`config.mk`:
```
export PLATFORM = sky130hd
export DESIGN_NAME = ol_rx_link_monitor
export DESIGN_NICKNAME = d
export VERILOG_FILES = /design/src/rtl/ol_rx_link_monitor.sv
export SDC_FILE = /design/constraint.sdc
export NUM_CORES = 1
export LEC_CHECK = 0
export CAP_MARGIN = 20
export CORE_ASPECT_RATIO = 0.8
export CORE_MARGIN = 2
export CORE_UTILIZATION = 30
export DETAILED_ROUTE_END_ITERATION = 8
export DONT_BUFFER_PORTS = 1
export GPL_TIMING_DRIVEN = 0
export SETUP_SLACK_MARGIN = 0.4
export SYNTH_ARGS = -nofsm -noshare
export SYNTH_HDL_FRONTEND = slang
export SYNTH_SLANG_ARGS = --single-unit
```
`constraint.sdc`:
```
create_clock -name clk -period 7.9 [get_ports clk]
set_clock_uncertainty 0.15 [all_clocks]
set_input_delay 0.395 -clock clk [delete_from_list [all_inputs] [get_ports clk]]
set_output_delay 0.395 -clock clk [all_outputs]
set_load 0.01 [all_outputs]
```
`src/rtl/ol_rx_link_monitor.sv`:
```
// Optical-link receive monitor: K-word alignment, counter test sequence, payload forwarding.
// Define OL_RX_ERR_SNAPSHOT_EN to add the first-mismatch snapshot outputs.
//
// state  | meaning
// HUNT   | counting consecutive aligned K-words toward lock
// LOCKED | aligned, waiting for first counter word of the test sequence
// TEST   | checking incrementing counter, timeout timer running
// DATA   | link verified, forwarding payload
// FAULT  | test timeout or loss of signal, held until LIVE=0

module ol_rx_link_monitor #(
   parameter logic [15:0] ALIGN_WORD     = 16'h50BC,
   parameter int          ALIGN_LOCK_CNT = 64,
   parameter int          TEST_PASS_CNT  = 2047,
   parameter int          TEST_TIMEOUT   = 65535,
   parameter int          LOS_CNT        = 16
) (
   input  logic        clk,
   input  logic        rst_n,
   input  logic        LIVE,
   input  logic [15:0] rx_data,
   input  logic [1:0]  rx_datak,
   input  logic        rx_valid,
   output logic [15:0] data_out,
   output logic        data_valid,
   output logic        link_up,
   output logic        error,
   output logic [1:0]  mode,
   output logic [15:0] err_cnt
`ifdef OL_RX_ERR_SNAPSHOT_EN
   ,
   output logic [15:0] snap_expected,
   output logic [15:0] snap_received,
   output logic        snap_valid
`endif
);

   localparam logic [15:0] LOCK_TC  = 16'(ALIGN_LOCK_CNT);
   localparam logic [15:0] PASS_TC  = 16'(TEST_PASS_CNT);
   localparam logic [15:0] TMO_LOAD = 16'(TEST_TIMEOUT);
   localparam logic [15:0] LOS_TC   = 16'(LOS_CNT);

   typedef enum logic [2:0] {ST_HUNT, ST_LOCKED, ST_TEST, ST_DATA, ST_FAULT} state_t;

   state_t      state_q, state_d;
   logic [15:0] align_q, align_d, pass_q, pass_d, tmo_q, tmo_d, los_q, los_d;
   logic [15:0] exp_q, exp_d, err_q, err_d, data_out_q, data_out_d;
   logic        data_valid_q, data_valid_d, link_up_q, link_up_d, error_q, error_d;
   logic [1:0]  mode_q, mode_d;
   logic        aligned, word_ok;
`ifdef OL_RX_ERR_SNAPSHOT_EN
   logic [15:0] snap_exp_q, snap_exp_d, snap_rx_q, snap_rx_d;
   logic        snap_v_q, snap_v_d;
`endif

   always_comb begin
      aligned      = rx_valid && (rx_datak == 2'b11) && (rx_data == ALIGN_WORD);
      word_ok      = (rx_datak == 2'b00) && (rx_data == exp_q);
      state_d      = state_q;
      align_d      = align_q;
      pass_d       = pass_q;
      tmo_d        = tmo_q;
      los_d        = los_q;
      exp_d        = exp_q;
      err_d        = err_q;
      data_out_d   = data_out_q;
      data_valid_d = 1'b0;
`ifdef OL_RX_ERR_SNAPSHOT_EN
      snap_exp_d   = snap_exp_q;
      snap_rx_d    = snap_rx_q;
      snap_v_d     = snap_v_q;
`endif
      if (!LIVE) begin
         state_d = ST_HUNT;
         align_d = '0;
         pass_d  = '0;
         tmo_d   = '0;
         los_d   = '0;
         err_d   = '0;
`ifdef OL_RX_ERR_SNAPSHOT_EN
         snap_exp_d = '0;
         snap_rx_d  = '0;
         snap_v_d   = 1'b0;
`endif
      end else begin
         case (state_q)
            ST_HUNT: begin
               if (aligned) begin
                  if (align_q + 16'd1 == LOCK_TC) begin
                     state_d = ST_LOCKED;
                     align_d = '0;
                  end else begin
                     align_d = align_q + 16'd1;
                  end
               end else if (rx_valid) begin
                  align_d = '0;
               end
            end
            ST_LOCKED: begin
               if (rx_valid) begin
                  if ((rx_datak == 2'b00) && (rx_data != ALIGN_WORD)) begin
                     state_d = ST_TEST;
                     exp_d   = rx_data + 16'd1;
                     pass_d  = '0;
                     tmo_d   = TMO_LOAD;
                  end else if ((rx_datak == 2'b01) || (rx_datak == 2'b10)) begin
                     state_d = ST_HUNT;
                     align_d = '0;
                  end
               end
            end
            ST_TEST: begin
               // timeout is a down-counter loaded on entry; terminal count 1 expires this cycle
               tmo_d = tmo_q - 16'd1;
               if (rx_valid) begin
                  exp_d = rx_data + 16'd1;
                  if (word_ok) begin
                     pass_d = pass_q + 16'd1;
                  end else begin
                     pass_d = '0;
                     if (err_q != 16'hFFFF) err_d = err_q + 16'd1;
`ifdef OL_RX_ERR_SNAPSHOT_EN
                     if (!snap_v_q) begin
                        snap_exp_d = exp_q;
                        snap_rx_d  = rx_data;
                        snap_v_d   = 1'b1;
                     end
`endif
                  end
               end
               if (rx_valid && word_ok && (pass_q + 16'd1 == PASS_TC)) begin
                  state_d = ST_DATA;
                  align_d = '0;
                  los_d   = '0;
               end else if (tmo_q == 16'd1) begin
                  state_d = ST_FAULT;
               end
            end
            ST_DATA: begin
               data_out_d   = rx_data;
               data_valid_d = rx_valid && (rx_datak == 2'b00);
               if (aligned) begin
                  if (align_q + 16'd1 == LOCK_TC) begin
                     state_d      = ST_LOCKED;
                     align_d      = '0;
                     data_valid_d = 1'b0;
                  end else begin
                     align_d = align_q + 16'd1;
                  end
               end else if (rx_valid) begin
                  align_d = '0;
               end
               if (!rx_valid) begin
                  if (los_q + 16'd1 == LOS_TC) begin
                     state_d      = ST_FAULT;
                     data_valid_d = 1'b0;
                  end
                  los_d = los_q + 16'd1;
               end else begin
                  los_d = '0;
               end
            end
            ST_FAULT: ;
            default: state_d = ST_HUNT;
         endcase
      end
      case (state_d)
         ST_TEST:  mode_d = 2'b01;
         ST_DATA:  mode_d = 2'b10;
         ST_FAULT: mode_d = 2'b11;
         default:  mode_d = 2'b00;
      endcase
      link_up_d = (state_d == ST_DATA);
      error_d   = (state_d != ST_DATA);
   end

   always_ff @(posedge clk or negedge rst_n) begin
      if (!rst_n) begin
         state_q      <= ST_HUNT;
         align_q      <= '0;
         pass_q       <= '0;
         tmo_q        <= '0;
         los_q        <= '0;
         exp_q        <= '0;
         err_q        <= '0;
         data_out_q   <= '0;
         data_valid_q <= 1'b0;
         link_up_q    <= 1'b0;
         error_q      <= 1'b1;
         mode_q       <= 2'b00;
`ifdef OL_RX_ERR_SNAPSHOT_EN
         snap_exp_q   <= '0;
         snap_rx_q    <= '0;
         snap_v_q     <= 1'b0;
`endif
      end else begin
         state_q      <= state_d;
         align_q      <= align_d;
         pass_q       <= pass_d;
         tmo_q        <= tmo_d;
         los_q        <= los_d;
         exp_q        <= exp_d;
         err_q        <= err_d;
         data_out_q   <= data_out_d;
         data_valid_q <= data_valid_d;
         link_up_q    <= link_up_d;
         error_q      <= error_d;
         mode_q       <= mode_d;
`ifdef OL_RX_ERR_SNAPSHOT_EN
         snap_exp_q   <= snap_exp_d;
         snap_rx_q    <= snap_rx_d;
         snap_v_q     <= snap_v_d;
`endif
      end
   end

   assign data_out   = data_out_q;
   assign data_valid = data_valid_q;
   assign link_up    = link_up_q;
   assign error      = error_q;
   assign mode       = mode_q;
   assign err_cnt    = err_q;
`ifdef OL_RX_ERR_SNAPSHOT_EN
   assign snap_expected = snap_exp_q;
   assign snap_received = snap_rx_q;
   assign snap_valid    = snap_v_q;
`endif

endmodule

```
==> impl_results.html <==
<table>
<tr><th>Metric</th><th>Value</th></tr>
<tr><th colspan="2">Timing</th></tr>
<tr><td>Final Hold Viols</td><td>0</td></tr>
<tr><td>Setup TNS</td><td>0 ns</td></tr>
<tr><td>Worst relative slew slack</td><td>0.444</td></tr>
<tr><td>RSZ-0062 raised after global routing</td><td>no</td></tr>
<tr><td>Worst hold margin</td><td>0.0286 ns</td></tr>
<tr><td>Maximum achievable frequency</td><td>318 MHz</td></tr>
<tr><td>Pins Over Slew Limit</td><td>0</td></tr>
<tr><td>Actual slew at the worst max-slew pin</td><td>0.834 ns</td></tr>
<tr><td>Final setup vio count</td><td>0</td></tr>
<tr><td>Clock period minus final worst setup slack</td><td>3.15 ns</td></tr>
<tr><td>Post-route fraction of the period consumed by the critical path</td><td>0.399</td></tr>
<tr><td>Fin worst setup slack</td><td>between 4 and 5 ns</td></tr>
<tr><th colspan="2">Pwr</th></tr>
<tr><td>Total chip power</td><td>approximately 1.4 mW</td></tr>
<tr><td>Leakage power figure</td><td>3.35 nW</td></tr>
<tr><td>Clock Power Share</td><td>0.510</td></tr>
<tr><td>Switching power of the nets</td><td>about 340 uW</td></tr>
<tr><td>Combinational share of power</td><td>0.047</td></tr>
<tr><td>Worst vdd ir</td><td>0.000152 V</td></tr>
<tr><td>Sequential cell fraction of total power</td><td>0.442</td></tr>
<tr><td>Power per standard cell area</td><td>approximately 170 mW/mm^2</td></tr>
<tr><td>Int Power</td><td>1.07 mW</td></tr>
<tr><td>Switching Fraction</td><td>0.239</td></tr>
<tr><th colspan="2">Detailed routing</th></tr>
<tr><td>Overall routed net length</td><td>19200 microns</td></tr>
<tr><td>Average vias per placed instance</td><td>5.30</td></tr>
<tr><td>Detailed-route DRC error count</td><td>0</td></tr>
<tr><td>Number of nets with antenna violations after detailed routing</td><td>0</td></tr>
<tr><td>Detailed-router iteration count before antenna repair</td><td>5</td></tr>
<tr><td>Number of vias in the routed layout</td><td>6214</td></tr>
<tr><td>Routed WL per cell</td><td>16.3 microns</td></tr>
<tr><td>DRC marker count from the first detailed-route iteration</td><td>368</td></tr>
<tr><th colspan="2">Clock tree</th></tr>
<tr><td>CTS tree</td><td>yes</td></tr>
<tr><td>Number of levels the H-tree was split into</td><td>4</td></tr>
<tr><td>Total clock sinks</td><td>between 100 and 150</td></tr>
<tr><td>Clock-pin slew of the registers on the worst-case setup and hold paths</td><td>0.06 ns</td></tr>
<tr><td>Count of cells resized by post-cts repair</td><td>0</td></tr>
<tr><td>Number of buffers on the longest clock path</td><td>2</td></tr>
<tr><td>Number of buffers inserted to repair setup after CTS</td><td>0</td></tr>
<tr><td>Clock latency reported for the late side of the worst-skew pair</td><td>approximately 0.43 ns</td></tr>
<tr><td>Num CTS Buffers</td><td>17</td></tr>
<tr><td>Root Buffer Master</td><td>sky130_fd_sc_hd__clkbuf_16</td></tr>
<tr><th colspan="2">Finish</th></tr>
<tr><td>Most frequent cells in the layout</td><td>sky130_fd_sc_hd__dfrtp_1, sky130_fd_sc_hd__nor2_1, sky130_fd_sc_hd__nand2_1</td></tr>
<tr><td>Most common cell after layout, fill and taps aside</td><td>sky130_fd_sc_hd__dfrtp_1</td></tr>
<tr><td>Fillers</td><td>approximately 2500</td></tr>
<tr><td>Share of post-route cells with drive strength above 1</td><td>0.107</td></tr>
<tr><td>Number of nets in the layout</td><td>a little under 900</td></tr>
<tr><td>Diodes inserted</td><td>0</td></tr>
<tr><td>Final std cells w/o fill</td><td>1172</td></tr>
<tr><td>Growth of design area from synthesis to finish</td><td>14.2%</td></tr>
<tr><th colspan="2">Global route</th></tr>
<tr><td>Remaining Overflow, GRT</td><td>0</td></tr>
<tr><td>Overall global routing resource usage</td><td>0.156</td></tr>
<tr><td>Number of global-route vias before repair</td><td>around 5800</td></tr>
<tr><td>Initial antenna violation count</td><td>0</td></tr>
<tr><td>Wire length of the first global-routing pass</td><td>31200 microns</td></tr>
<tr><td>Largest net degree at the start of global routing</td><td>around 120</td></tr>
<tr><th colspan="2">Placement</th></tr>
<tr><td>Cell total after placement</td><td>~1100</td></tr>
<tr><td>Number of I/O port buffers</td><td>0</td></tr>
<tr><td>HPWL Detailed</td><td>13200 microns</td></tr>
<tr><td>Weighted congestion at the end of routability-driven global placement</td><td>0.854</td></tr>
<tr><td>Worst slack at placement</td><td>4.78 ns</td></tr>
<tr><th colspan="2">Worst setup path</th></tr>
<tr><td>Crit path DAT</td><td>3.30 ns</td></tr>
<tr><td>Critical path endpoint category</td><td>flip-flop</td></tr>
<tr><td>Type of the worst setup path</td><td>reg2reg</td></tr>
<tr><td>Worst endpoint required time</td><td>8.05 ns</td></tr>
<tr><td>Critical path launch point type</td><td>flip-flop</td></tr>
<tr><td>Crit-path max FO</td><td>7</td></tr>
<tr><td>Slack of the worst reg-to-reg path</td><td>roughly 4.8 ns</td></tr>
<tr><th colspan="2">Min path</th></tr>
<tr><td>Path class of the lowest-slack min-delay path</td><td>in2reg</td></tr>
<tr><th colspan="2">Synthesis</th></tr>
<tr><td>Synthesized flop and latch total</td><td>120</td></tr>
<tr><td>Number of enable-type register cells in the synthesized netlist</td><td>0</td></tr>
<tr><td>Average footprint of a synthesized cell</td><td>around 9 sq um</td></tr>
<tr><td>Cells after synthesis</td><td>816</td></tr>
<tr><td>Library cells used by synthesis</td><td>80</td></tr>
<tr><td>Mapped Nets</td><td>850</td></tr>
<tr><td>Register area share after synthesis</td><td>0.411</td></tr>
<tr><td>Summed instance area of the synthesized netlist</td><td>~0.0073 sq mm</td></tr>
<tr><td>Ys Warns</td><td>0</td></tr>
<tr><td>Async S/R FF share, synth</td><td>1.00</td></tr>
<tr><td>Ys flop type</td><td>sky130_fd_sc_hd__dfrtp_1</td></tr>
<tr><th colspan="2">Floorplan</th></tr>
<tr><td>Die Ht</td><td>144 microns</td></tr>
<tr><td>Width of the chip</td><td>179 microns</td></tr>
<tr><td>Number of ports placed on the die boundary</td><td>59</td></tr>
<tr><td>Number of placement rows</td><td>51</td></tr>
<tr><td>Starting density of the core</td><td>0.303</td></tr>
<tr><td>Core ar.</td><td>0.0241 sq mm</td></tr>
<tr><td>Overall die area</td><td>0.0256 sq mm</td></tr>
<tr><th colspan="2">Outcome</th></tr>
<tr><td>Run status</td><td>complete, no violations</td></tr>
<tr><th colspan="2">Flow run</th></tr>
<tr><td>Max-cap violation count</td><td>0</td></tr>
</table>
critical path: stages, from the launching register on:
cell,delay [ns]
sky130_fd_sc_hd__dfrtp_1,0.44
sky130_fd_sc_hd__ha_1,0.29
sky130_fd_sc_hd__nand4_1,0.21
sky130_fd_sc_hd__a2111oi_0,0.41
sky130_fd_sc_hd__o21ai_0,0.13
sky130_fd_sc_hd__o31a_1,0.21
sky130_fd_sc_hd__nor4_2,0.41
sky130_fd_sc_hd__nor3b_1,0.13
sky130_fd_sc_hd__o311ai_2,0.56
sky130_fd_sc_hd__nand2b_2,0.09
per-stage QoR:
stage                      util  instance area, sq um
after CTS                 0.346                  8350
final                     0.346                  8350
after floorplan               -                  7310
after detailed placement  0.320                  7710
after global routing      0.346                  8350
after global placement    0.320                  7710
cell type report:
| class | instances | area (sq um) | area share |
|---|---|---|---|
| Buffer | 43 | 193 | 0.0231 |
| Clock buffer | 19 | 443 | 0.0530 |
| Clock inverter | 9 | 81.3 | 0.00974 |
| Inverter | 26 | 97.6 | 0.0117 |
| Multi-Input combinational cell | 627 | 4020 | 0.481 |
| Sequential cell | 120 | 3000 | 0.360 |
| Tap cell | 318 | 398 | 0.0477 |
| Timing Repair Buffer | 10 | 118 | 0.0141 |
metal layers:
layer / vias to the layer above / routed length, microns / track usage / share of wire
met4: 0 / 248 / 0.0543 / 0.013
met1: 3013 / 9530 / 0.224 / 0.50
met5: - / 0 / 0 / 0
met2: 157 / 8340 / 0.226 / 0.44
met3: 18 / 1050 / 0.0381 / 0.055
li1: 3026 / - / - / -
state kept, by name, indices dropped and copies added, names as in the netlist:
name and cells:
pass_q 16, mode 2, tmo_q 16, los_q 16, state_q 3, align_q 16, error 1, err_cnt 16
data_out 16, data_valid 1, link_up 1, exp_q 16
cells in the mapped netlist (all sizes together) (21+ instances only):
master | number | area share
dfrtp | 119 | 0.41
nor2 | 88 | 0.045
nand2 | 67 | 0.034
o21ai | 60 | 0.041
a21oi | 56 | 0.038
xnor2 | 37 | 0.044
nand3 | 32 | 0.023
nand4 | 27 | 0.026
clkbuf | 26 | 0.014
inv | 26 | 0.013
nor3 | 26 | 0.019
o31ai | 21 | 0.022
cells by family (layout without fill, tap and decap cells):
logic type      Yosys count  in the layout  synth area share
compound gates          202            202             0.183
fa+ha+maj                12             12            0.0205
simple gates            337            337             0.246
mux                      25             25            0.0387
buf+inv                  69            107            0.0397
xor+xnor                 51             51            0.0611
flops                   120            120             0.411
what timing repair did:
item	in CTS	in global routing
hold endpoints to repair	129	0
setup endpoints to repair	0	0
hold buffers	10	0
power by group through the flow:
| stage | combinational, mW | sequential (mW) | clock (mW) |
|---|---|---|---|
| floorplan | 0.0366 | 0.634 | 0 |
| global placement | 0.0483 | 0.634 | 0 |
| detailed placement | 0.0486 | 0.634 | 0 |
| CTS | 0.0677 | 0.624 | 0.738 |
| global route | 0.0750 | 0.624 | 0.759 |
| finish | 0.0666 | 0.624 | 0.719 |
path summary, 6_finish.rpt:
| kind | start | end | cells past startpoint |
|---|---|---|---|
| max in group asynchronous | rst_n | tmo_q[7] | 2 |
| worst max register to register | align_q[0] | mode[1] | 9 |
| min in group asynchronous | rst_n | link_up | 2 |
| worst min register to register | tmo_q[12] | tmo_q[12] | 1 |
| worst max-delay path | align_q[0] | mode[1] | 9 |
| worst min-delay path | rx_data[13] | exp_q[13] | 2 |
Power figures use the tool's default switching activity.
